$ cat config.mk
export PLATFORM = sky130hd
export DESIGN_NAME = rcc_sys_clk_sw_ctrl
export DESIGN_NICKNAME = d
export VERILOG_FILES = /design/src/rtl/rcc_sys_clk_sw_ctrl.sv
export SDC_FILE = /design/constraint.sdc
export NUM_CORES = 1
export LEC_CHECK = 0
export CAP_MARGIN = 30
export CORE_MARGIN = 4
export CORE_UTILIZATION = 50
export CTS_CLUSTER_SIZE = 12
export DETAILED_ROUTE_END_ITERATION = 10
export PLACE_DENSITY_LB_ADDON = 0.1
export SYNTH_ARGS = -nofsm -noshare
export SYNTH_HDL_FRONTEND = slang
export SYNTH_SLANG_ARGS = --single-unit
$ cat constraint.sdc
create_clock -name clk_in -period 2.1 [get_ports clk_in]
set_input_delay 0.315 -clock clk_in [delete_from_list [all_inputs] [get_ports clk_in]]
set_output_delay 0.315 -clock clk_in [all_outputs]
set_load 0.02 [all_outputs]
$ cat src/rtl/rcc_sys_clk_sw_ctrl.sv
// System clock source switch sequencer: waits for target oscillator ready, drives the
// glitch-free mux select, then reports the new source after a settle time.
// Define RCC_SYS_CLK_CSS_EN to enable HSE clock-security fallback to HSI.
module rcc_sys_clk_sw_ctrl #(
  parameter int unsigned TIMEOUT_CYC = 4096,
  parameter int unsigned SETTLE_CYC  = 4
) (
  input  logic       clk_in,
  input  logic       rst_n,
  input  logic       sw_wr,
  input  logic [1:0] sw_req,
  input  logic [3:0] osc_rdy,
  input  logic       stop_exit,
  input  logic       stopwuck,
  input  logic       hse_css_fail,
  input  logic       err_clr,
  output logic [1:0] sys_clk_sw,
  output logic [1:0] sws,
  output logic       sw_busy,
  output logic       sw_timeout_err,
  output logic       css_flag
);

  localparam int unsigned TW = $clog2(TIMEOUT_CYC + 1);

  localparam logic [1:0] SrcHsi = 2'b00;
  localparam logic [1:0] SrcCsi = 2'b01;
  localparam logic [1:0] SrcHse = 2'b10;

  typedef enum logic [1:0] {StIdle, StWaitRdy, StSwitch, StSettle} state_e;

  state_e        state;
  logic [1:0]    target;
  logic [TW-1:0] tmo_cnt;
  logic [3:0]    settle_cnt;

  logic css_evt;
  logic stop_evt;
  logic tgt_rdy;
  logic tmo_set;

  assign tgt_rdy  = osc_rdy[target];
  assign stop_evt = stop_exit;

`ifdef RCC_SYS_CLK_CSS_EN
  // Once a fallback to HSI is in flight, a still-high failure level must not restart it.
  assign css_evt = hse_css_fail && (target == SrcHse || sys_clk_sw == SrcHse) &&
                   !(state != StIdle && target == SrcHsi);

  always_ff @(posedge clk_in or negedge rst_n) begin
    if (!rst_n) begin
      css_flag <= 1'b0;
    end else if (css_evt) begin
      css_flag <= 1'b1;
    end else if (err_clr) begin
      css_flag <= 1'b0;
    end
  end
`else
  logic unused_css_fail;
  assign unused_css_fail = hse_css_fail;
  assign css_evt         = 1'b0;
  assign css_flag        = 1'b0;
`endif

  assign tmo_set = (state == StWaitRdy) && !tgt_rdy && (tmo_cnt <= TW'(1)) &&
                   !css_evt && !stop_evt;

  always_ff @(posedge clk_in or negedge rst_n) begin
    if (!rst_n) begin
      state          <= StIdle;
      target         <= SrcHsi;
      tmo_cnt        <= '0;
      settle_cnt     <= '0;
      sys_clk_sw     <= SrcHsi;
      sws            <= SrcHsi;
      sw_busy        <= 1'b0;
      sw_timeout_err <= 1'b0;
    end else begin
      if (tmo_set) begin
        sw_timeout_err <= 1'b1;
      end else if (err_clr) begin
        sw_timeout_err <= 1'b0;
      end

      if (css_evt || stop_evt) begin
        // Forced re-targeting aborts whatever sequence is running.
        target     <= css_evt ? SrcHsi : (stopwuck ? SrcCsi : SrcHsi);
        tmo_cnt    <= TW'(TIMEOUT_CYC);
        settle_cnt <= '0;
        sw_busy    <= 1'b1;
        state      <= StWaitRdy;
      end else begin
        unique case (state)
          StIdle: begin
            if (sw_wr && (sw_req != sys_clk_sw)) begin
              target  <= sw_req;
              tmo_cnt <= TW'(TIMEOUT_CYC);
              sw_busy <= 1'b1;
              state   <= StWaitRdy;
            end
          end
          StWaitRdy: begin
            if (tgt_rdy) begin
              state <= StSwitch;
            end else if (tmo_cnt <= TW'(1)) begin
              // Give up; the mux keeps its current source.
              tmo_cnt <= '0;
              target  <= sys_clk_sw;
              sw_busy <= 1'b0;
              state   <= StIdle;
            end else begin
              tmo_cnt <= tmo_cnt - TW'(1);
            end
          end
          StSwitch: begin
            sys_clk_sw <= target;
            settle_cnt <= 4'(SETTLE_CYC);
            tmo_cnt    <= '0;
            state      <= StSettle;
          end
          StSettle: begin
            if (settle_cnt <= 4'd1) begin
              settle_cnt <= '0;
              sws        <= target;
              sw_busy    <= 1'b0;
              state      <= StIdle;
            end else begin
              settle_cnt <= settle_cnt - 4'd1;
            end
          end
          default: state <= StIdle;
        endcase
      end
    end
  end

endmodule
# Yosys cells after proc, flatten, opt, wreduce, memory -nomap -nowiden
# Cells that the tools add are included.
[classes]
magnitude_cmp = 3
add_sub_neg = 2
reduce_logical = 18
n_bitwise = 1
eq_ne = 9
muxes = 30
[ops]
columns = ["operator", "count"]
rows = [
  ["$mux 13", 4],
  ["$pmux 13 s3", 1],
  ["$mux 2", 9],
  ["$le 13x1->1 const B", 1],
  ["$sub 13x1->13 const B", 1],
  ["$mux 1", 9],
  ["$ne 3x3->1 const B", 3],
  ["$reduce_and 3->1", 3],
  ["$mux 4", 2],
  ["$pmux 2 s4", 1],
  ["$pmux 4 s2", 1],
  ["$reduce_bool 4->1", 2],
  ["$reduce_bool 3->1", 2],
  ["$reduce_and 5->1", 1],
  ["$eq 2x2->1 const B", 2],
  ["$le 4x1->1 const B", 1],
  ["$logic_and 1x1->1", 4],
  ["$ne 4x3->1 const B", 1],
  ["$pmux 2 s2", 1],
  ["$reduce_and 4->1", 1],
  ["$sub 4x1->4 const B", 1],
  ["$lt 2x3->1 const B", 1],
  ["$ne 3x2->1 const B", 1],
  ["$pmux 1 s3", 1],
  ["other kinds (8)", 9],
]
[word_totals]
ff_bits = 27
input_bits = 13
output_inout_bits = 7
word_cells = 71

# Logic depth before layout (Yosys ltp)
# Gate-level depths: netlist of the first run.
[depth]
ltp_word = 7
depth_mapped = 8
ltp_nobuf = 7

# Worst setup path before layout of the first run
# Ideal clock, no wire load.
[synth_timing]
path_type = "register -> register"
from = "register target[0]"
to = "register tmo_cnt[1]"
path_stages_with_launch = 6
setup_ns = 0.128
n_path_buf = 0
arrival_ns = 1.954
required_ns = 1.972
period_less_slack_ns = 2.081
path_slack_ns = 0.019
path_cell_list = "dfrtp_1 mux4_2 and2_4 a211oi_2 nor2_2 mux2_1"
[synth_via]
elab_chain_len = 4
[synth_lines]
columns = ["item", "line", "rtl"]
rows = [
  ["start, declared", "33", "logic [1:0] target;"],
  ["start signal, assigned", "72", "target <= SrcHsi;"],
  ["start signal, assigned", "88", "target <= css_evt ? SrcHsi : (stopwuck ? SrcCsi : SrcHsi);"],
  ["start signal, assigned", "97", "target <= sw_req;"],
  ["$bmux 1 s2", "42", "assign tgt_rdy = osc_rdy[target];"],
  ["$mux 1 (implied by the code)", "42", ""],
  ["$ne 3x3->1 (no source line)", "-", ""],
  ["$reduce_and 3->1 (no source line)", "-", ""],
  ["end signal, assigned", "89", "tmo_cnt <= TW'(TIMEOUT_CYC);"],
  ["end signal, assigned", "98", "tmo_cnt <= TW'(TIMEOUT_CYC);"],
  ["end signal, assigned", "113", "tmo_cnt <= tmo_cnt - TW'(1);"],
  ["end, declared", "34", "logic [TW-1:0] tmo_cnt;"],
]
# Every way passes these cells. The select of a mux whose other input is x is not followed.
# A chain may end at the register's enable or synchronous reset.

# Worst setup path after layout of the first run
[layout_timing]
from = "register target[0]"
to = "register tmo_cnt[12]"
# Same word-level chain as after synthesis.

==> results.tsv, run 1 <==
metric	value	unit
num_vias	1596	
instances_no_fill	262	
die-width	66.6	µm
hpwl	3050	µm
syn-num-nets	204	
combinationalPowerShare	67.2	%
initial_core_util	54.4	%
area.growth.synth_to_final	24.0	%
synth_ff_type	dfrtp_1	
n_antenna_cell	0	
crit_path_end_kind	register	
slew_headroom	56.6	%
drive_gt1_share	19.3	%
drv_cap	0	
internal-power	1.74	mW
chipHeight	66.6	µm
grt_max_degree	28	
cts_made_buffers	3	
power_frac_clock	7.4	%
wl	4150	µm
track_usage	20.9	%
cts_buffer_depth	2	
ios	20	
grt_busiest_layer	met2	
grt_pass1_wl	7220	µm
grt_use_met1	29.1	%
synth_cell_types	47	
synth_area	1710	µm²
status	complete, no violations	
synth_top_cell_by_area	dfrtp_1	
netlist.area_leader.share	39.4	%
max_freq	0.493	GHz
antenna_found_initial	0	
swShare	44.7	%
nets	240	
skew	3.10	ps
ant_nets	0	
core-area	3150	µm²
required	2390	ps
layout_common_cells	dfrtp_1 (26), buf_4 (20), clkdlybuf4s50_1 (17)	
vias_per_cell	6.09	
cts-htree-levels	1	
drc	0	
synth_cells	183	
die_area	4430	µm²
dp.cells	257	
dr.pass1.iters	4	
cts-root-buf	clkbuf_4	
tritoncts	done	
grt_pass1_vias	1593	
powerDensity	1480	nW/µm²
worstPathCellList	mux4_2 -> and2_4 -> a211o_4 -> or4_4 -> nand3_2	
cp.arrival	2310	ps
fin_crit_sh	96.6	%
ys_seq_area_share	39.4	%
rsz0062_at_grt	false	
finalSetupViolations	0	
clkTransAtPathRegs	150	ps
finalHoldViolCount	0	
syn-mean-instance-area	9.37	µm²
final-max-slew-violation-count	0	
io_buffers	17	
gp_congestion	0.879	
ys_ff_latch	27	
num_rows	20	
whs	340	ps
synthArstFlopShare	100	%
cts_sinks	27	
n_fill_cell	270	
gr-total-overflow	0	
leakagePower	0.947	nW
wl_per_cell	15.8	µm
drtIter0Drc	115	
finalSetupTns	0	ps
power.switching	1.41	mW
hp-class	in -> async	
grt_util_met3	3.20	%
yosys-top-cells-area	dfrtp_1 (39%), ha_1 (5.8%), a22o_1 (4.1%)	
clock_latency	330	ps
use_met2	33.3	%
final_common_cell	dfrtp_1	
cpPeakStageDelay	530	ps
worstSetupStartpointType	register	
cp_max_fo	5	
ys_warn_count	0	
sequentialPowerShare	25.3	%
tightest_slew	645	ps
vdd_drop_max	0.666	mV
cpMaxStageDelayCell	mux4_2	
critical_path_class	reg -> reg	
min_period	2030	ps
synth_edf_count	0	
==> path summary, 6_finish.rpt <==
path | start | end | slack [ps] | cells past startpoint
worst min register to register | sws[0]$_DFFE_PN0P_ | sws[0]$_DFFE_PN0P_ | 520 | 1
min in group clk_in | sws[0]$_DFFE_PN0P_ | sws[0]$_DFFE_PN0P_ | 520 | 1
worst max register to register | target[0]$_DFFE_PN0P_ | tmo_cnt[12]$_DFFE_PN0P_ | 70 | 5
worst min-delay path | rst_n | settle_cnt[1]$_DFFE_PN0P_ | 340 | 2
worst max-delay path | target[0]$_DFFE_PN0P_ | tmo_cnt[12]$_DFFE_PN0P_ | 70 | 5
max in group asynchronous | rst_n | state[0]$_DFFE_PN0P_ | 1490 | 2
==> power by group through the flow <==
stage / logic (mW) / clock network [mW] / registers (mW)
6_report: 2.12 / 0.234 / 0.798
2_1_floorplan: 1.27 / 0 / 0.830
4_1_cts: 2.01 / 0.242 / 0.791
3_3_place_gp: 1.92 / 0 / 0.794
3_5_place_dp: 1.99 / 0 / 0.802
5_1_grt: 2.32 / 0.266 / 0.818
==> critical path: cells and delay by family, from the launching register on <==
kind / cells / cell delay [ps]
flops: 1 / 400
compound gates: 1 / 300
simple gates: 3 / 760
mux: 1 / 530
==> sequential cells by signal, indices dropped and copies added, names as in the netlist <==
signal,count
target,2
sws,2
tmo_cnt,13
sw_busy,1
settle_cnt,4
sys_clk_sw,2
sw_timeout_err,1
state,2
==> routing by layer <==
metal	part of all wire [%]	wire length [µm]
met1	46	1900
met4	1.0	43
met3	6.0	250
met2	47	1960
met5	0	0
==> cells in the mapped netlist (3+ instances only) <==
master,instances
o21ai_0,5
a21oi_1,7
o22ai_1,9
nand3_1,4
mux2_2,5
a22o_1,8
ha_1,8
nor2b_1,4
or3_1,3
nor3_1,14
dfrtp_1,27
a31oi_1,5
nand2_1,12
clkbuf_1,4
inv_1,10
nor2_1,14
o41ai_1,3
a21o_1,4
==> cell families (layout without fill, tap and decap cells) <==
| family | Yosys count | count (layout) | synth area share, % |
|---|---|---|---|
| AO/OA/AOI/OAI | 54 | 54 | 23.7 |
| flip-flops | 27 | 27 | 39.4 |
| buffers and inverters | 16 | 51 | 3.72 |
| other | 1 | 1 | 0.219 |
| XOR/XNOR | 2 | 2 | 1.02 |
| AND/OR/NAND/NOR | 66 | 66 | 19.7 |
| adder cells (fa/ha/maj) | 8 | 8 | 5.84 |
| multiplexers | 9 | 9 | 6.42 |
==> timing repair <==
item	4_1_cts	5_1_grt
hold buffers	0	0
setup endpoints to repair	0	16
hold endpoints to repair	0	0
gates resized for setup	0	8
buffers inserted	0	1
==> metrics by stage <==
| step | worst slack, ps | instance area (µm²) | util [%] | power, mW |
|---|---|---|---|---|
| 3_5_place_dp | -273 | 2060 | 65.2 | 2.79 |
| 6_report | 71.7 | 2130 | 67.4 | 3.15 |
| 5_1_grt | 14.9 | 2130 | 67.4 | 3.40 |
| 4_1_cts | 31.6 | 2080 | 66.0 | 3.04 |
| 2_1_floorplan | 18.6 | 1710 | - | 2.10 |
| 3_3_place_gp | -230 | 2060 | 65.2 | 2.71 |
==> area by class of cell <==
type / count / area, µm² / area share (%)
repair buffers: 37 / 320 / 15.1
clock buffers: 4 / 26.3 / 1.24
flip-flops and latches: 27 / 677 / 31.8
inverters: 10 / 37.5 / 1.77
multi-input cells: 140 / 1010 / 47.5
well taps: 44 / 55.1 / 2.59
Power figures use the tool's default switching activity.
==> run 2, diff against run 1 <==
CORE_MARGIN = 1   (was 4)
==> run 2 against run 1 <==
Effect of this change: die area down 17%; highest routed layer unchanged; count of clock-buffer cells in the layout unchanged; largest power group unchanged; hold slack worse by 6.1 ps; final cell count up 0.38%; worst setup slack better by 21 ps; register-to-register slack better by 20 ps; global-route usage up 4.8 points; critical path depth unchanged; total power down 1.1%.
==> results.tsv, run 2 (same netlist as run 1, synthesis figures left out) <==
metric	value	unit	change
instances_no_fill	263		+0.38%
vdd_drop_max	0.715	mV	+7.3%
grt_util_met3	2.56	%	-0.65 points
use_met2	39.7	%	+6.4 points
min_period	2010	ps	-21.5 ps
gp_congestion	0.937		+6.7%
chipHeight	60.6	µm	-9.0%
io_buffers	17		unchanged
cts-root-buf	clkbuf_4		
skew	8.99	ps	+5.88 ps
grt_busiest_layer	met2		
dp.cells	259		+0.78%
hpwl	3030	µm	-0.82%
die_area	3670	µm²	-17%
ff2ff_setup_slack	90	ps	+20 ps
area.growth.synth_to_final	24.1	%	about the same
internal-power	1.72	mW	-1.3%
grt_use_met1	37.0	%	+7.9 points
n_antenna_cell	0		unchanged
cts-htree-levels	1		unchanged
reg_top3	tmo_cnt (13), settle_cnt (4)		
sequentialPowerShare	25.7	%	+0.4 points
required	2390	ps	about the same
track_usage	25.7	%	+4.8 points
tightest_slew	609	ps	-36.4 ps
gr-total-overflow	0		unchanged
r2r-start	target[0]$_DFFE_PN0P_		
status	complete, no violations		
fin_crit_sh	95.6	%	-1.0 points
combinationalPowerShare	66.7	%	-0.5 points
nets	241		+0.42%
finalSetupTns	0	ps	unchanged
largest_reg_flops	13		unchanged
finalSetupViolations	0		unchanged
worstSetupStartpointType	register		
final_common_cell	dfrtp_1		
drive_gt1_share	19.2	%	-0.088 points
crit_path_end_kind	register		
worstPathCellList	mux4_2 -> and2_4 -> a211o_4 -> or4_4 -> nand3_2		
tritoncts	done		
top_register	tmo_cnt		
hp-class	in -> async		
critical_path_class	reg -> reg		
power.switching	1.40	mW	-0.83%
final-max-slew-violation-count	0		unchanged
postCtsSetupRepairBufs	0		unchanged
vias_per_cell	5.95		-2.3%
num_rows	20		unchanged
max_freq	0.498	GHz	+1.1%
grt_max_degree	28		unchanged
grt_pass1_vias	1529		-4.0%
dr.pass1.iters	4		unchanged
antenna_found_initial	0		unchanged
drtIter0Drc	103		-10%
die-width	60.6	µm	-9.0%
clkTransAtPathRegs	150	ps	about the same
finalHoldViolCount	0		unchanged
ios	20		unchanged
leakagePower	0.955	nW	+0.87%
powerDensity	1460	nW/µm²	-1.2%
cpMaxStageDelayCell	mux4_2		
cts_buffer_depth	2		unchanged
cts_sinks	27		unchanged
cts_made_buffers	3		unchanged
core-area	3150	µm²	unchanged
worst-path-buf-inv	0		unchanged
slew_headroom	59.1	%	+2.5 points
n_fill_cell	268		-0.74%
swShare	44.8	%	+0.12 points
ant_nets	0		unchanged
cp.arrival	2300	ps	about the same
wl_per_cell	15.9	µm	+0.36%
wl	4180	µm	+0.75%
cpLargestDelayFamily	simple AND/OR/NAND/NOR gates		
postLayoutCoreUtil	67.5	%	about the same
grt_pass1_wl	7020	µm	-2.9%
cpPeakStageDelay	530	ps	about the same
layout_common_cells	dfrtp_1 (27), buf_4 (21), clkdlybuf4s50_1 (17)		
cp_max_fo	5		unchanged
power_frac_clock	7.6	%	+0.2 points
initial_core_util	54.4	%	unchanged
num_vias	1566		-1.9%
rsz0062_at_grt	false		
drc	0		unchanged
drv_cap	0		unchanged
clock_latency	340	ps	about the same
cp-startpoint	target[0]$_DFFE_PN0P_		
==> run 2: changes by cell type in the layout (fill, tap and decap cells not counted) <==
cell	before	now
nor3_2	3	2
buf_4	20	21
dfrtp_1	26	27
a211oi_4	1	0
a211oi_2	0	1
nor3_1	12	13
o41ai_2	0	1
dfrtp_2	1	0
o41ai_1	3	2
==> run 2: cell type report <==
type	instances	area, µm²	area share (%)
Multi-Input combinational cell	140	1000	47.2
Sequential cell	27	676	31.8
Clock buffer	4	26.3	1.24
Tap cell	44	55.1	2.59
Inverter	10	37.5	1.76
Timing Repair Buffer	38	328	15.4
==> run 2: metal layers <==
layer	wire length, µm	vias to the layer above
met4	40	0
li1	-	765
met3	150	4
met2	1960	40
met1	2030	757
met5	0	-
==> run 2: worst reg2reg max path: stages, from the launching register on <==
cell	delay, ps
dfrtp_1	410
mux4_2	530
and2_4	170
a211o_4	290
or4_4	480
nand3_2	80
==> run 2: what timing repair did <==
item                       CTS  global route
hold buffers                 0             0
setup endpoints to repair    0             7
resized for setup            0             6
==> run 2: power groups by stage <==
stage | Sequential, mW | Combinational, mW | Clock (mW)
after floorplan | 0.830 | 1.27 | 0
after global placement | 0.793 | 1.91 | 0
after detailed placement | 0.807 | 1.99 | 0
after CTS | 0.798 | 2.00 | 0.249
after global routing | 0.821 | 2.27 | 0.269
final | 0.800 | 2.08 | 0.237
==> run 2: path summary, 6_finish.rpt <==
| path | to | cells past startpoint |
|---|---|---|
| min in group clk_in | tmo_cnt[9]$_DFFE_PN0P_ | 1 |
| setup / recovery | tmo_cnt[12]$_DFFE_PN0P_ | 5 |
| hold / removal | tmo_cnt[8]$_DFFE_PN0P_ | 2 |
| hold reg to reg | tmo_cnt[9]$_DFFE_PN0P_ | 1 |
| max in group asynchronous | sws[0]$_DFFE_PN0P_ | 2 |
| setup reg to reg | tmo_cnt[12]$_DFFE_PN0P_ | 5 |
==> run 2: metrics by stage <==
step	instance area (µm²)	hold slack, ps	setup slack, ps	power [mW]
2_1_floorplan	1710	19.4	18.6	2.10
3_3_place_gp	2070	469	-219	2.70
3_5_place_dp	2070	475	-252	2.79
4_1_cts	2100	335	24.9	3.05
5_1_grt	2130	372	4.71	3.36
6_report	2130	334	93.2	3.11
